$ cat config.mk
export PLATFORM = sky130hd
export DESIGN_NAME = instr_decode
export DESIGN_NICKNAME = d
export VERILOG_FILES = /design/src/rtl/mips_pkg.sv /design/src/rtl/reg_scoreboard.sv /design/src/rtl/instr_decode.sv
export SDC_FILE = /design/constraint.sdc
export NUM_CORES = 1
export LEC_CHECK = 0
export ABC_AREA = 1
export ABC_CLOCK_PERIOD_IN_PS = 17600
export CAP_MARGIN = 25
export CORE_MARGIN = 3
export CORE_UTILIZATION = 50
export DETAILED_ROUTE_END_ITERATION = 10
export DONT_BUFFER_PORTS = 1
export GPL_TIMING_DRIVEN = 1
export PLACE_DENSITY = 0.69
export SKIP_CTS_REPAIR_TIMING = 1
export SLEW_MARGIN = 20
export SYNTH_ARGS = -nofsm -noshare
export SYNTH_HDL_FRONTEND = slang
export SYNTH_SLANG_ARGS = --single-unit
$ cat constraint.sdc
create_clock -name clock -period 17.6 [get_ports clock]
set_clock_uncertainty 0.2 [all_clocks]
set_input_delay 2.64 -clock clock [delete_from_list [all_inputs] [get_ports clock]]
set_output_delay 2.64 -clock clock [all_outputs]
set_load 0.05 [all_outputs]
$ cat src/rtl/mips_pkg.sv
// Shared MIPS decode definitions: opcode/funct constants, decode FSM states and the field decoder.
// Pure combinational helpers; no latency, no flow control.
package mips_pkg;

  localparam logic [5:0] OP_RTYPE = 6'h00;
  localparam logic [5:0] OP_J     = 6'h02;
  localparam logic [5:0] OP_JAL   = 6'h03;
  localparam logic [5:0] OP_BEQ   = 6'h04;
  localparam logic [5:0] OP_BNE   = 6'h05;
  localparam logic [5:0] OP_ADDI  = 6'h08;
  localparam logic [5:0] OP_ADDIU = 6'h09;
  localparam logic [5:0] OP_SLTI  = 6'h0A;
  localparam logic [5:0] OP_SLTIU = 6'h0B;
  localparam logic [5:0] OP_ANDI  = 6'h0C;
  localparam logic [5:0] OP_ORI   = 6'h0D;
  localparam logic [5:0] OP_XORI  = 6'h0E;
  localparam logic [5:0] OP_LUI   = 6'h0F;
  localparam logic [5:0] OP_LW    = 6'h23;
  localparam logic [5:0] OP_SW    = 6'h2B;

  localparam logic [5:0] FUNCT_JR = 6'h08;
  localparam logic [4:0] REG_RA   = 5'd31;

  typedef enum logic [1:0] {IDLE, CHECK, READ, OUT} state_t;

  typedef struct packed {
    logic        illegal;
    logic        use_rs;
    logic        use_rt;
    logic        wen;
    logic [4:0]  wnum;
    logic [31:0] imm;
  } dec_t;

  function automatic dec_t decode(input logic [31:0] instr);
    dec_t        d;
    logic [31:0] sext;
    logic [31:0] zext;
    sext = {{16{instr[15]}}, instr[15:0]};
    zext = {16'h0000, instr[15:0]};
    d = '0;
    case (instr[31:26])
      OP_RTYPE: begin
        d.use_rs = 1'b1;
        d.use_rt = 1'b1;
        d.wnum   = instr[15:11];
        d.wen    = (instr[5:0] != FUNCT_JR);
      end
      OP_ADDI, OP_ADDIU, OP_SLTI, OP_SLTIU: begin
        d.use_rs = 1'b1;
        d.wnum   = instr[20:16];
        d.wen    = 1'b1;
        d.imm    = sext;
      end
      OP_ANDI, OP_ORI, OP_XORI: begin
        d.use_rs = 1'b1;
        d.wnum   = instr[20:16];
        d.wen    = 1'b1;
        d.imm    = zext;
      end
      OP_LUI: begin
        d.wnum = instr[20:16];
        d.wen  = 1'b1;
        d.imm  = {instr[15:0], 16'h0000};
      end
      OP_LW: begin
        d.use_rs = 1'b1;
        d.wnum   = instr[20:16];
        d.wen    = 1'b1;
        d.imm    = sext;
      end
      OP_SW, OP_BEQ, OP_BNE: begin
        d.use_rs = 1'b1;
        d.use_rt = 1'b1;
        d.imm    = sext;
      end
      OP_J: ;
      OP_JAL: begin
        d.wnum = REG_RA;
        d.wen  = 1'b1;
      end
      default: d.illegal = 1'b1;
    endcase
    // $zero is hardwired, so a write to it is never a real write.
    if (d.wnum == 5'd0) d.wen = 1'b0;
    return d;
  endfunction

endpackage

$ cat src/rtl/reg_scoreboard.sv
// Pending-write scoreboard: one busy bit per register, set on issue, cleared by writeback.
// One-cycle update; queries read the registered bits. Set beats clear on the same register.
module reg_scoreboard
  import mips_pkg::*;
(
  input  logic       clock,
  input  logic       reset,
  input  logic       set_en,
  input  logic [4:0] set_num,
  input  logic       clr_en,
  input  logic [4:0] clr_num,
  input  logic [4:0] a_num,
  input  logic [4:0] b_num,
  output logic       busy_a,
  output logic       busy_b
);

  logic [31:0] busy_q;
  logic [31:0] busy_nxt;

  always_comb begin
    busy_nxt = busy_q;
    if (clr_en) busy_nxt[clr_num] = 1'b0;
    if (set_en) busy_nxt[set_num] = 1'b1;
    busy_nxt[0] = 1'b0;
  end

  always_ff @(posedge clock or posedge reset) begin
    if (reset) busy_q <= '0;
    else       busy_q <= busy_nxt;
  end

  assign busy_a = busy_q[a_num] && (a_num != 5'd0);
  assign busy_b = busy_q[b_num] && (b_num != 5'd0);

endmodule

$ cat src/rtl/instr_decode.sv
// MIPS decode stage: accept -> hazard check -> regfile read -> present; 2+READ_LAT cycles without hazard.
// Output held until out_ready; in_ready follows out_ready in OUT. DECODE_STALL_STATS_EN adds stall/instr counters.
module instr_decode
  import mips_pkg::*;
#(
  parameter int READ_LAT = 1
) (
  input  logic        clock,
  input  logic        reset,
  input  logic        in_valid,
  output logic        in_ready,
  input  logic [31:0] in_instr,
  input  logic [31:0] in_pc,
  output logic [4:0]  rnum1,
  output logic [4:0]  rnum2,
  input  logic [31:0] rdata1,
  input  logic [31:0] rdata2,
  input  logic        wb_valid,
  input  logic [4:0]  wb_num,
  output logic        out_valid,
  input  logic        out_ready,
  output logic [31:0] out_pc,
  output logic [5:0]  out_opcode,
  output logic [5:0]  out_funct,
  output logic [4:0]  out_shamt,
  output logic [31:0] out_rs_val,
  output logic [31:0] out_rt_val,
  output logic [31:0] out_imm,
  output logic [25:0] out_target,
  output logic [4:0]  out_wnum,
  output logic        out_wen,
  output logic        out_illegal
`ifdef DECODE_STALL_STATS_EN
  , output logic [31:0] stall_cycles
  , output logic [31:0] instr_count
`endif
);

  localparam int CNT_W = 2;

  state_t           state, state_nxt;
  logic [31:0]      instr_q;
  logic [31:0]      pc_q;
  logic [CNT_W-1:0] cnt_q;
  dec_t             dec;
  logic             busy_a, busy_b;
  logic             hazard;
  logic             accept;
  logic             capture;
  logic             set_en;

  assign dec    = decode(instr_q);
  assign rnum1  = instr_q[25:21];
  assign rnum2  = instr_q[20:16];
  assign hazard = (dec.use_rs && busy_a) || (dec.use_rt && busy_b);
  assign accept = in_valid && in_ready;
  assign set_en = capture && dec.wen;

  always_comb begin
    state_nxt = state;
    in_ready  = 1'b0;
    out_valid = 1'b0;
    capture   = 1'b0;
    case (state)
      IDLE: begin
        in_ready = 1'b1;
        if (in_valid) state_nxt = CHECK;
      end
      CHECK: if (!hazard) state_nxt = READ;
      READ: begin
        if (cnt_q == '0) begin
          capture   = 1'b1;
          state_nxt = OUT;
        end
      end
      OUT: begin
        out_valid = 1'b1;
        in_ready  = out_ready;
        if (out_ready) state_nxt = in_valid ? CHECK : IDLE;
      end
      default: state_nxt = IDLE;
    endcase
  end

  always_ff @(posedge clock or posedge reset) begin
    if (reset) state <= IDLE;
    else       state <= state_nxt;
  end

  always_ff @(posedge clock or posedge reset) begin
    if (reset) begin
      instr_q     <= '0;
      pc_q        <= '0;
      cnt_q       <= '0;
      out_pc      <= '0;
      out_opcode  <= '0;
      out_funct   <= '0;
      out_shamt   <= '0;
      out_rs_val  <= '0;
      out_rt_val  <= '0;
      out_imm     <= '0;
      out_target  <= '0;
      out_wnum    <= '0;
      out_wen     <= 1'b0;
      out_illegal <= 1'b0;
    end else begin
      if (accept) begin
        instr_q <= in_instr;
        pc_q    <= in_pc;
      end
      if (state == CHECK && !hazard)
        cnt_q <= CNT_W'(READ_LAT - 1);
      else if (state == READ && cnt_q != '0)
        cnt_q <= cnt_q - CNT_W'(1);
      if (capture) begin
        out_pc      <= pc_q;
        out_opcode  <= instr_q[31:26];
        out_funct   <= instr_q[5:0];
        out_shamt   <= instr_q[10:6];
        out_rs_val  <= rdata1;
        out_rt_val  <= rdata2;
        out_imm     <= dec.imm;
        out_target  <= instr_q[25:0];
        out_wnum    <= dec.wnum;
        out_wen     <= dec.wen;
        out_illegal <= dec.illegal;
      end
    end
  end

  reg_scoreboard u_sb (
    .clock   (clock),
    .reset   (reset),
    .set_en  (set_en),
    .set_num (dec.wnum),
    .clr_en  (wb_valid),
    .clr_num (wb_num),
    .a_num   (rnum1),
    .b_num   (rnum2),
    .busy_a  (busy_a),
    .busy_b  (busy_b)
  );

`ifdef DECODE_STALL_STATS_EN
  always_ff @(posedge clock or posedge reset) begin
    if (reset) begin
      stall_cycles <= '0;
      instr_count  <= '0;
    end else begin
      if (state == CHECK && hazard && stall_cycles != 32'hFFFF_FFFF)
        stall_cycles <= stall_cycles + 32'd1;
      if (out_valid && out_ready)
        instr_count <= instr_count + 32'd1;
    end
  end
`endif

endmodule

# Yosys cells after proc, flatten, opt, wreduce, memory -nomap -nowiden
# Cells that the tools add are included.
# word_totals
rom_bits	0
n_memories	0
latchBits	0
reg_bits	277
in_bits	138
out_inout_bits	190
mem_bits_rw	0
wordCells	103
# classes
n_bitwise	3
div	0
mul	0
mux	28
shift	0
n_eq_ne	22
reduce_logical	27
add_sub_neg	1
magnitude_cmp	6
# op_table
cell	count
32-bit one-hot mux with 3 select lines	1
32-bit 2-to-1 mux	2
6-bit by 4-bit equality test with 1-bit output (second input constant)	8
32-bit AND	1
32-bit inverter	1
32-bit bitwise OR	1
5-bit by 6-bit < comparator with 1-bit output (second input constant)	4
6-bit one-hot mux with 3 select lines	1
15-bit OR reduction	1
6-bit by 2-bit equality test with 1-bit output (second input constant)	2
6-bit by 3-bit equality test with 1-bit output (second input constant)	2
6-bit equality test (second input constant)	2
1-bit 2-to-1 mux	12
2-bit 2-to-1 mux	6
12-bit OR reduction	1
1-bit binary-select mux with 5-bit select	2
1-bit demux with 5-bit select	2
5-bit by 1-bit greater-or-equal comparator with 1-bit output (second input constant)	2
1-bit logical AND	10
5-bit nonzero test	2
9-bit OR reduction	1
2-bit inequality test (second input constant)	4
2-bit one-hot mux with 4 select lines	1
8-bit OR reduction	1
other kinds (14)	17

# Logic depth before layout (Yosys ltp)
# Gate-level depths: netlist of run 1.
# depth
depth_word	9
ltp_mapped	18
ltp_nobuf	17

# Cells and area by module
# Synthesis of run 1 repeated with hierarchy kept, for this count alone.
# hier_totals
hier_cells	1307
hier_area_um2	11489.8
# by_module_without_submodules
module	cells_each	seq_area_each_um2	n_inst	area_each_um2
instr_decode	998	5880.6	1	9450.3
reg_scoreboard	309	775.7	1	2039.5

# Worst setup path after synthesis of run 1
# No wires, ideal clock.
# synth_timing
path_type	in2out
from	input port out_ready
to	output port in_ready
stages	2
arrival_ns	3.500
setup_slack_ns	11.260
cell_sequence	nand2_1 -> a21oi_1
# synth_via
elab_chain_cells	1
# synth_rtl
item	line	text
from (decl)	instr_decode.sv:21	input logic out_ready,
1-bit one-hot mux with 2 select lines	instr_decode.sv:64	case (state)
to (decl)	instr_decode.sv:11	output logic in_ready,
# Every way passes these cells.

# Final worst setup path of run 1
# Same ends and word-level chain as after synthesis.

==> results.cfg, run 1 <==
[global_route]
gr-total-overflow = 0
grt_pass1_vias = 8473
use_met3 = 0.0780
grt_max_degree = 116
grt_util_all_layers = 0.223
grtUsageMet1 = 0.304
grt_pass1_wl_um = 44900
use_met2 = 0.337
antenna_found_initial = 0
grt-busiest-layer = met2

[cts]
clock_path_buffers = 3
cts-root-buf = clkbuf_16
clkSlewWorstSetupHoldPaths_ns = 0.06
clkLatencyLatePin_ns = 0.54
htreeDepth = 1
cts.sinks = 266
cts_buffers = 28
tritoncts = yes

[worst_setup_path]
cp-end-kind = output pin
cp_max_fo = 2
reg2reg_slack_ns = 14.65
r2r_cells = 8
r2r-end = instr_q[5]
critPathKind = in2out
rr_startpoint = state[0]
worstPathArrival_ns = 3.07
required_ns = 14.76
startpoint_type = input pin

[timing]
hold_viol_final = 0
tns_ns = 0
slew_viol_final = 0
rsz0062_at_grt = false
layout_setup_ws_ns = 11.69
period_needed_ns = 5.91
report.final.setup_viol = 0
max_clock_freq_mhz = 169
slew_headroom = 0.332
worst_pin_slew_ns = 1.00
min_period_over_period = 0.336

[die]
die_area_mm2 = 0.0251
num_rows = 55
core_mm2 = 0.0227
die_h_um = 158
die_w_um = 158
io_pins = 328
initial_core_util = 0.511

[synth]
avgSynthCellArea_um2 = 8.47
synth_nets = 1513
ys_seq_area_frac = 0.573
yosysWarnings = 0
synth.distinct_cells = 36
synth_seq_cells = 266
postSynthCellCount = 1370
post_synth_instance_area_mm2 = 0.0116

[cells_and_area]
nFillCells = 2072
final_nets = 1472
area_delta_synth_final_pct = 9.66
final_cells = 1636
drive_gt1_frac = 0.0874

[placed_design]
dpl.cell_count = 1581
portBuffers = 0
dp_slack_ns = 11.68
gp_congestion = 0.837
hpwl_um = 20100

[routing]
totalWireLength_um = 29000
drc_errors = 0
vias = 8727
routed_via_density = 5.33
avgRoutedWirePerCell_um = 17.7
drtIter0Drc = 581
postRouteAntennaNets = 0
first_pass_iters = 5

[status]
status = finished, final reports clean

[run]
maxCapViolations = 0

[worst_hold_path]
worst_hold_path.endpoint = pc_q[14]
hp-start = pc_q[14]
hp-class = reg2reg
min_delay_path_depth = 2
how the worst max path moves through the flow:
stage | from | to | slack (ns) | cells past startpoint
floorplan | reset | cnt_q[0] | 7.43 | 1
global placement | out_ready | in_ready | 11.69 | 3
detailed placement | out_ready | in_ready | 11.68 | 3
CTS | out_ready | in_ready | 11.68 | 3
global route | out_ready | in_ready | 11.65 | 3
finish | out_ready | in_ready | 11.69 | 3
cells in the mapped netlist (all sizes together):
cell type / number / share of area
nand2: 510 / 0.17
dfrtp: 266 / 0.57
o211ai: 2 / 0.0013
nand3: 52 / 0.024
inv: 109 / 0.035
a31o: 1 / 0.00075
o22ai: 1 / 0.00054
buf: 33 / 0.021
or2: 15 / 0.0081
a21oi: 69 / 0.031
o31ai: 1 / 0.00065
nor4: 1 / 0.00054
nand4: 9 / 0.0067
nor3: 2 / 0.0013
ha: 5 / 0.0054
clkbuf: 48 / 0.016
clkinv: 1 / 0.00032
nor2: 95 / 0.034
o21ai: 150 / 0.071
cell type report:
| type | count | area, µm² | area share |
|---|---|---|---|
| repair buffers | 10 | 130 | 0.0102 |
| clock buffers | 36 | 802 | 0.0630 |
| diodes | 1 | 2.50 | 0.000197 |
| inverters | 110 | 420 | 0.0330 |
| flip-flops and latches | 266 | 6660 | 0.523 |
| well taps | 285 | 357 | 0.0280 |
| clock inverters | 15 | 236 | 0.0186 |
| multi-input cells | 913 | 4130 | 0.324 |
per-stage QoR:
stage          hold slack, ns   util  area (µm²)
2_1_floorplan           0.256      -       11600
3_3_place_gp            0.287  0.511       11600
3_5_place_dp            0.297  0.511       11600
4_1_cts                 0.310  0.557       12600
5_1_grt                 0.326  0.560       12700
6_report                0.306  0.561       12700
layer usage:
layer | wire [µm] | vias to the layer above
met5 | 0 | -
met1 | 12300 | 4160
met3 | 2710 | 52
met4 | 859 | 0
li1 | - | 4209
met2 | 13100 | 306
registers in the layout (all words and copies together), names as in the netlist:
name and flops:
out_funct 5, out_opcode 6, out_target 17, out_pc 32, out_wen 1, out_wnum 5
u_sb.busy_q 31, pc_q 32, instr_q 32, out_shamt 4, out_illegal 1, out_rs_val 32
out_imm 32, cnt_q 2, out_rt_val 32, state 2
cell usage in the layout, fill, tap and decap left out, drive strengths merged:
| cell | netlist | layout |
|---|---|---|
| o31ai | 1 | 1 |
| diode | 0 | 1 |
| inv | 109 | 110 |
| bufinv | 0 | 6 |
| or2 | 15 | 15 |
| nand3 | 52 | 52 |
| a21oi | 69 | 69 |
| nand4 | 9 | 9 |
| buf | 33 | 10 |
| nor4 | 1 | 1 |
| a31o | 1 | 1 |
| o21ai | 150 | 150 |
| nor2 | 95 | 95 |
| nor3 | 2 | 2 |
| ha | 5 | 5 |
| clkbuf | 48 | 36 |
| nand2 | 510 | 510 |
| clkinv | 1 | 9 |
| o22ai | 1 | 1 |
| o211ai | 2 | 2 |
| dfrtp | 266 | 266 |
critical path: stages:
cell and delay (ns):
nand2_1 0.04, a21oi_1 0.16, buf_4 0.23
logic make-up after synthesis:
family	after synthesis	share of synthesized area
fa+ha+maj	5	0.00539
buf+inv	191	0.0725
simple gates	684	0.244
flops	266	0.573
compound gates	224	0.105
Power of run 1 is left out: the tool's default activity adds up to more than one toggle a clock period on the data nets, which glitch-free logic cannot reach.
==> run 2, diff against run 1 <==
--- a/config.mk
+++ b/config.mk
@@ -6,14 +6,14 @@
 export NUM_CORES = 1
 export LEC_CHECK = 0
 export ABC_AREA = 1
-export ABC_CLOCK_PERIOD_IN_PS = 17600
+export ABC_CLOCK_PERIOD_IN_PS = 4830
 export CAP_MARGIN = 25
 export CORE_MARGIN = 3
 export CORE_UTILIZATION = 50
 export DETAILED_ROUTE_END_ITERATION = 10
 export DONT_BUFFER_PORTS = 1
 export GPL_TIMING_DRIVEN = 1
-export PLACE_DENSITY = 0.69
+export PLACE_DENSITY = 0.72
 export SKIP_CTS_REPAIR_TIMING = 1
 export SLEW_MARGIN = 20
 export SYNTH_ARGS = -nofsm -noshare
==> constraint.sdc (replaced) <==
create_clock -name clock -period 4.83 [get_ports clock]
set_clock_uncertainty 0.2 [all_clocks]
set_input_delay 0.7245 -clock clock [delete_from_list [all_inputs] [get_ports clock]]
set_output_delay 0.7245 -clock clock [all_outputs]
set_load 0.05 [all_outputs]
==> run 2 against run 1 <==
  * Core utilization fell by 0.36 points
  * Cell area fell by 0.64%
  * Worst setup slack got worse by 9.9 ns
  * Sequential cell count did not move
  * Highest routed layer unchanged
==> results.cfg, run 2 (synthesis results as in run 1) <==
[status]
status = finished, final reports clean

[cts]
clock_path_buffers = 3
cts-root-buf = clkbuf_16
cts_buffers = 28
tritoncts = yes
clkSlewWorstSetupHoldPaths_ns = 0.06
cts.sinks = 266
htreeDepth = 1
clkLatencyLatePin_ns = 0.53

[die]
num_rows = 55
die_h_um = 158
io_pins = 328
core_mm2 = 0.0227
die_area_mm2 = 0.0251
initial_core_util = 0.511
die_w_um = 158

[global_route]
gr-total-overflow = 0
grt_pass1_wl_um = 44200
antenna_found_initial = 0
grt_util_all_layers = 0.220
grt_max_degree = 162
grt_pass1_vias = 8232

[cells_and_area]
final_nets = 1471
area_delta_synth_final_pct = 8.96
n_antenna_cell = 0
drive_gt1_frac = 0.0867
layout_commonest_cell = nand2_1
layout_common_cells = nand2_1, dfrtp_1, o21ai_0

[timing]
slew_viol_final = 0
hold_viol_final = 0
tns_ns = 0
min_period_over_period = 0.629
slew_headroom = 0.353
rsz0062_at_grt = false
worst_pin_slew_ns = 0.970
period_needed_ns = 3.04
max_clock_freq_mhz = 329
report.final.setup_viol = 0

[worst_setup_path]
cp_max_fo = 83
crit_buf_inv = 2
cp-end-kind = flop
startpoint_type = flop
worstPathArrival_ns = 3.23
reg2reg_slack_ns = 1.79
cp_slowest_cell = ha_1
r2r_cells = 8
crit_cells = 8
slowest_delay_ns = 0.57
required_ns = 5.03
cp_top_family = simple AND/OR/NAND/NOR gates
critPathKind = reg2reg
path_cells = ha_1, nand2_1, a21oi_1, buf_4, nand2_4, buf_4, nor2_1, a21oi_1

[run]
maxCapViolations = 0

[routing]
first_pass_iters = 5
avgRoutedWirePerCell_um = 17.8
drc_errors = 0
totalWireLength_um = 29100
routed_via_density = 5.32
vias = 8704
postRouteAntennaNets = 0
drtIter0Drc = 634

[worst_hold_path]
hp-class = in2async

[placed_design]
gp_congestion = 0.842
hpwl_um = 20400
portBuffers = 0
run 2: final timing paths:
kind / start / to
max in group asynchronous: reset / out_rt_val[21]
setup reg to reg: state[0] / instr_q[24]
hold reg to reg: instr_q[8] / out_shamt[2]
min in group clock: rdata1[28] / out_rs_val[28]
setup / recovery: state[0] / instr_q[24]
hold / removal: reset / out_pc[22]
run 2: metrics by stage:
stage / cell area, µm² / hold slack [ns] / setup slack (ns) / util / cells
2_1_floorplan: 11600 / 0.256 / 0.394 / - / 1370
3_5_place_dp: 11700 / 0.297 / 1.80 / 0.513 / 1583
3_3_place_gp: 11700 / 0.274 / 1.87 / 0.513 / 1583
5_1_grt: 12600 / 0.0699 / 1.48 / 0.557 / 1635
6_report: 12600 / 0.0433 / 1.79 / 0.557 / 1635
4_1_cts: 12600 / 0.0675 / 1.76 / 0.557 / 1635
run 2: final cells by class:
| type | instances | area [µm²] |
|---|---|---|
| fillers | 2051 | 10100 |
| clock inverters | 17 | 210 |
| repair buffers | 9 | 105 |
| clock buffers | 35 | 778 |
| flip-flops and latches | 266 | 6660 |
| well taps | 285 | 357 |
| multi-input cells | 913 | 4130 |
| inverters | 110 | 417 |
run 2: worst reg2reg max path, delay by kind of cell, from the launching register on:
family / cells / cell delay (ns)
fa+ha+maj: 1 / 0.58
buf+inv: 2 / 0.73
compound gates: 2 / 0.20
flops: 1 / 0.43
simple gates: 3 / 0.74
run 2: routing by layer:
layer / GRT usage / wire length (µm) / vias up
li1: - / - / 4196
met2: 0.347 / 13600 / 346
met3: 0.0680 / 2800 / 38
met1: 0.303 / 12100 / 4124
met5: 0 / 0 / -
met4: 0.0459 / 584 / 0
Power of run 2 is left out for the same reason.
==> variant (flow settings as in run 1) <==
Encoding of `state_t`: now one-hot (4 bits for 4 states).
--- a/src/rtl/mips_pkg.sv
+++ b/src/rtl/mips_pkg.sv
@@ -22,5 +22,5 @@
   localparam logic [4:0] REG_RA   = 5'd31;
 
-  typedef enum logic [1:0] {IDLE, CHECK, READ, OUT} state_t;
+  typedef enum logic [3:0] {IDLE = 4'b0001, CHECK = 4'b0010, READ = 4'b0100, OUT = 4'b1000} state_t;
 
   typedef struct packed {
Function: no difference found for any inputs over 4 cycles, from zero or initial values and one cycle with reset high; so few cycles prove little.
==> variant against run 1 <==
Design area decreased by 1.7%. Non-clock buffer count unchanged. Worst hold slack got worse by 0.046 ns. Synthesized area decreased by 0.54%. Critical path type unchanged. Register-to-register slack got worse by 0.95 ns. Synthesized cell count decreased by 2.1%. Sequential cell count increased by 2. Wire length increased by 2.5%. Setup slack improved by 0.093 ns.
==> variant: results (changes against run 1) <==
Parameter                              Value

Finish
  Count of filler cells inserted in the layout    1975 (was 2072)
  Proportion of layout cells with a drive suffix above 1    9.60% (was 8.74%)
  Net count reported at finish    1442 (was 1472)

Global route
  Vias in the first global route    8542 (was 8473)
  Aggregate global-route resource usage    23.1% (was 22.3%)
  Global-route wire length before repair    46.0 mm (was 44.9 mm)
  Largest net degree at the start of global routing    123 (was 116)

Synthesis
  Area contributors post-synth    sky130_fd_sc_hd__dfrtp_1, sky130_fd_sc_hd__nand2_1, sky130_fd_sc_hd__o21ai_0, sky130_fd_sc_hd__mux2_2, sky130_fd_sc_hd__nand3_1 (was sky130_fd_sc_hd__dfrtp_1, sky130_fd_sc_hd__nand2_1, sky130_fd_sc_hd__o21ai_0, sky130_fd_sc_hd__inv_1, sky130_fd_sc_hd__a21oi_1)
  Net count after synthesis    1480 (was 1513)
  Cell variety after synth    31 (was 36)
  Asr flop ratio synth    100% (unchanged)
  Number of warnings printed during yosys synthesis    0 (unchanged)
  Compound-Gate Fraction of Synth Area    6.71% (was 10.5%)
  Adder-Cell Fraction of Synth Area    0.108% (was 0.539%)
  Seq/Total Area, Yosys    58.1% (was 57.3%)
  Multiplexer area fraction after synthesis    3.89% (was 0%)
  Most numerous cell types in the synthesized netlist    sky130_fd_sc_hd__nand2_1, sky130_fd_sc_hd__dfrtp_1, sky130_fd_sc_hd__o21ai_0 (unchanged)

Placed design
  Number of buffers added on ports    0 (unchanged)
  Placer congestion estimate    0.860 (was 0.837)
  Detail Placement HPWL    20.2 mm (was 20.1 mm)
  Placed standard-cell area    11600 um^2 (about the same)

Clock network
  Clk buf depth    3 (unchanged)
  H-tree levels    1 (unchanged)
  Clock transition time at the flip-flop clock pins of the worst setup and hold paths    0.06 ns (about the same)

Worst hold path
  Worst min-delay path endpoint    out_pc[16]$_DFFE_PP0P_ (was pc_q[14]$_DFFE_PP0P_)
  Start point of the worst min-delay path    pc_q[16]$_DFFE_PP0P_ (was pc_q[14]$_DFFE_PP0P_)
  Min-Delay Path Class    reg2reg (unchanged)

Pwr
  Leakage power summed over all cells    6.38 nW
  Worst IR Drop VDD    136 uV

Critical path
  Start of the worst register-to-register path    state[0]$_DFFE_PP1P_ (was state[0]$_DFFE_PP0P_)
  Critical path fanouts, max    3 (was 2)
  Setup slack on the worst flop-to-flop path    13.70 ns (was 14.65 ns)
  Maximum single-stage delay on the critical path    0.21 ns (was 0.23 ns)
  Worst path slowest cell    sky130_fd_sc_hd__buf_4 (unchanged)
  R2r worst-path depth    6 (was 8)
  Worst reg2reg endpoint    out_imm[2]$_DFFE_PP0P_ (was instr_q[5]$_DFFE_PP0P_)

Run status
  Result of the run    finished, final reports clean (unchanged)

Timing
  Slew HR    35.9% (was 33.2%)
  Fin Hold WS    0.260 ns (was 0.306 ns)

Drt
  Average wire length per cell after detail routing    18.5 um (was 17.7 um)
  Initial DRC count    705 (was 581)
  Number of search-and-repair iterations in the first detailed-routing pass    5 (unchanged)
==> variant: changes by cell type after synthesis, moves of 11 or more <==
cell / change
sky130_fd_sc_hd__o21ai_0: -39
sky130_fd_sc_hd__buf_2: +12
sky130_fd_sc_hd__nand2_1: +113
sky130_fd_sc_hd__or2_1: -14
sky130_fd_sc_hd__clkbuf_1: -11
sky130_fd_sc_hd__nor2_1: -32
sky130_fd_sc_hd__inv_1: -35
sky130_fd_sc_hd__a21oi_1: -38
sky130_fd_sc_hd__mux2_2: +39
==> variant: worst max-delay path by stage <==
stage	slack [ns]	startpoint	cells past startpoint	end
after floorplan	7.38	reset	1	cnt_q[0]$_DFFE_PP0P_
after detailed placement	11.78	out_ready	3	in_ready
final	11.79	out_ready	3	in_ready
after global placement	11.47	out_ready	2	in_ready
after global routing	11.74	out_ready	3	in_ready
after CTS	11.78	out_ready	3	in_ready
==> variant: final cells by class <==
class	count	area, um^2	area share, %
clock inverter	6	47.5	0.380
antenna	1	2.50	0.0200
clock buffer	44	851	6.80
multi-input combinational	924	4170	33.3
timing repair buffer	10	108	0.860
tap	280	350	2.80
sequential	268	6710	53.6
inverter	71	277	2.21
==> variant: report_power, final <==
| part | total [W] | switching [W] | internal (W) | leakage (nW) |
|---|---|---|---|---|
| Clock | 0.000570 | 0.000239 | 0.000331 | 0.441 |
| Combinational | 0.000643 | 0.000399 | 0.000244 | 2.65 |
| Sequential | 0.00180 | 0.000933 | 0.000870 | 3.29 |
==> variant: cells by family (layout without fill, tap and decap cells) <==
kind of cell,Yosys count,after routing
AO/OA/AOI/OAI,145,145
adder cells (fa/ha/maj),1,1
AND/OR/NAND/NOR,738,738
flip-flops,268,268
multiplexers,40,40
other,0,1
buffers and inverters,149,131
==> variant: metal layers <==
| metal | vias up | global-route usage (%) | routed length [um] |
|---|---|---|---|
| li1 | 4120 | - | - |
| met5 | - | 0 | 0 |
| met1 | 4223 | 30.8 | 12100 |
| met3 | 44 | 7.33 | 2780 |
| met2 | 340 | 37.3 | 14200 |
| met4 | 0 | 5.49 | 639 |
==> variant: metrics by stage <==
| stage | worst slack [ns] | cells | total power [W] |
|---|---|---|---|
| 6_report | 11.79 | 1604 | 0.00302 |
| 2_1_floorplan | 7.38 | 1341 | 0.00227 |
| 5_1_grt | 11.74 | 1603 | 0.00320 |
| 3_3_place_gp | 11.47 | 1549 | 0.00243 |
| 3_5_place_dp | 11.78 | 1551 | 0.00246 |
| 4_1_cts | 11.78 | 1601 | 0.00303 |
==> variant: worst max-delay path, delay by kind of cell <==
family / cells / cell delay (ns)
simple gates: 1 / 0.03
compound gates: 1 / 0.09
buf+inv: 1 / 0.21
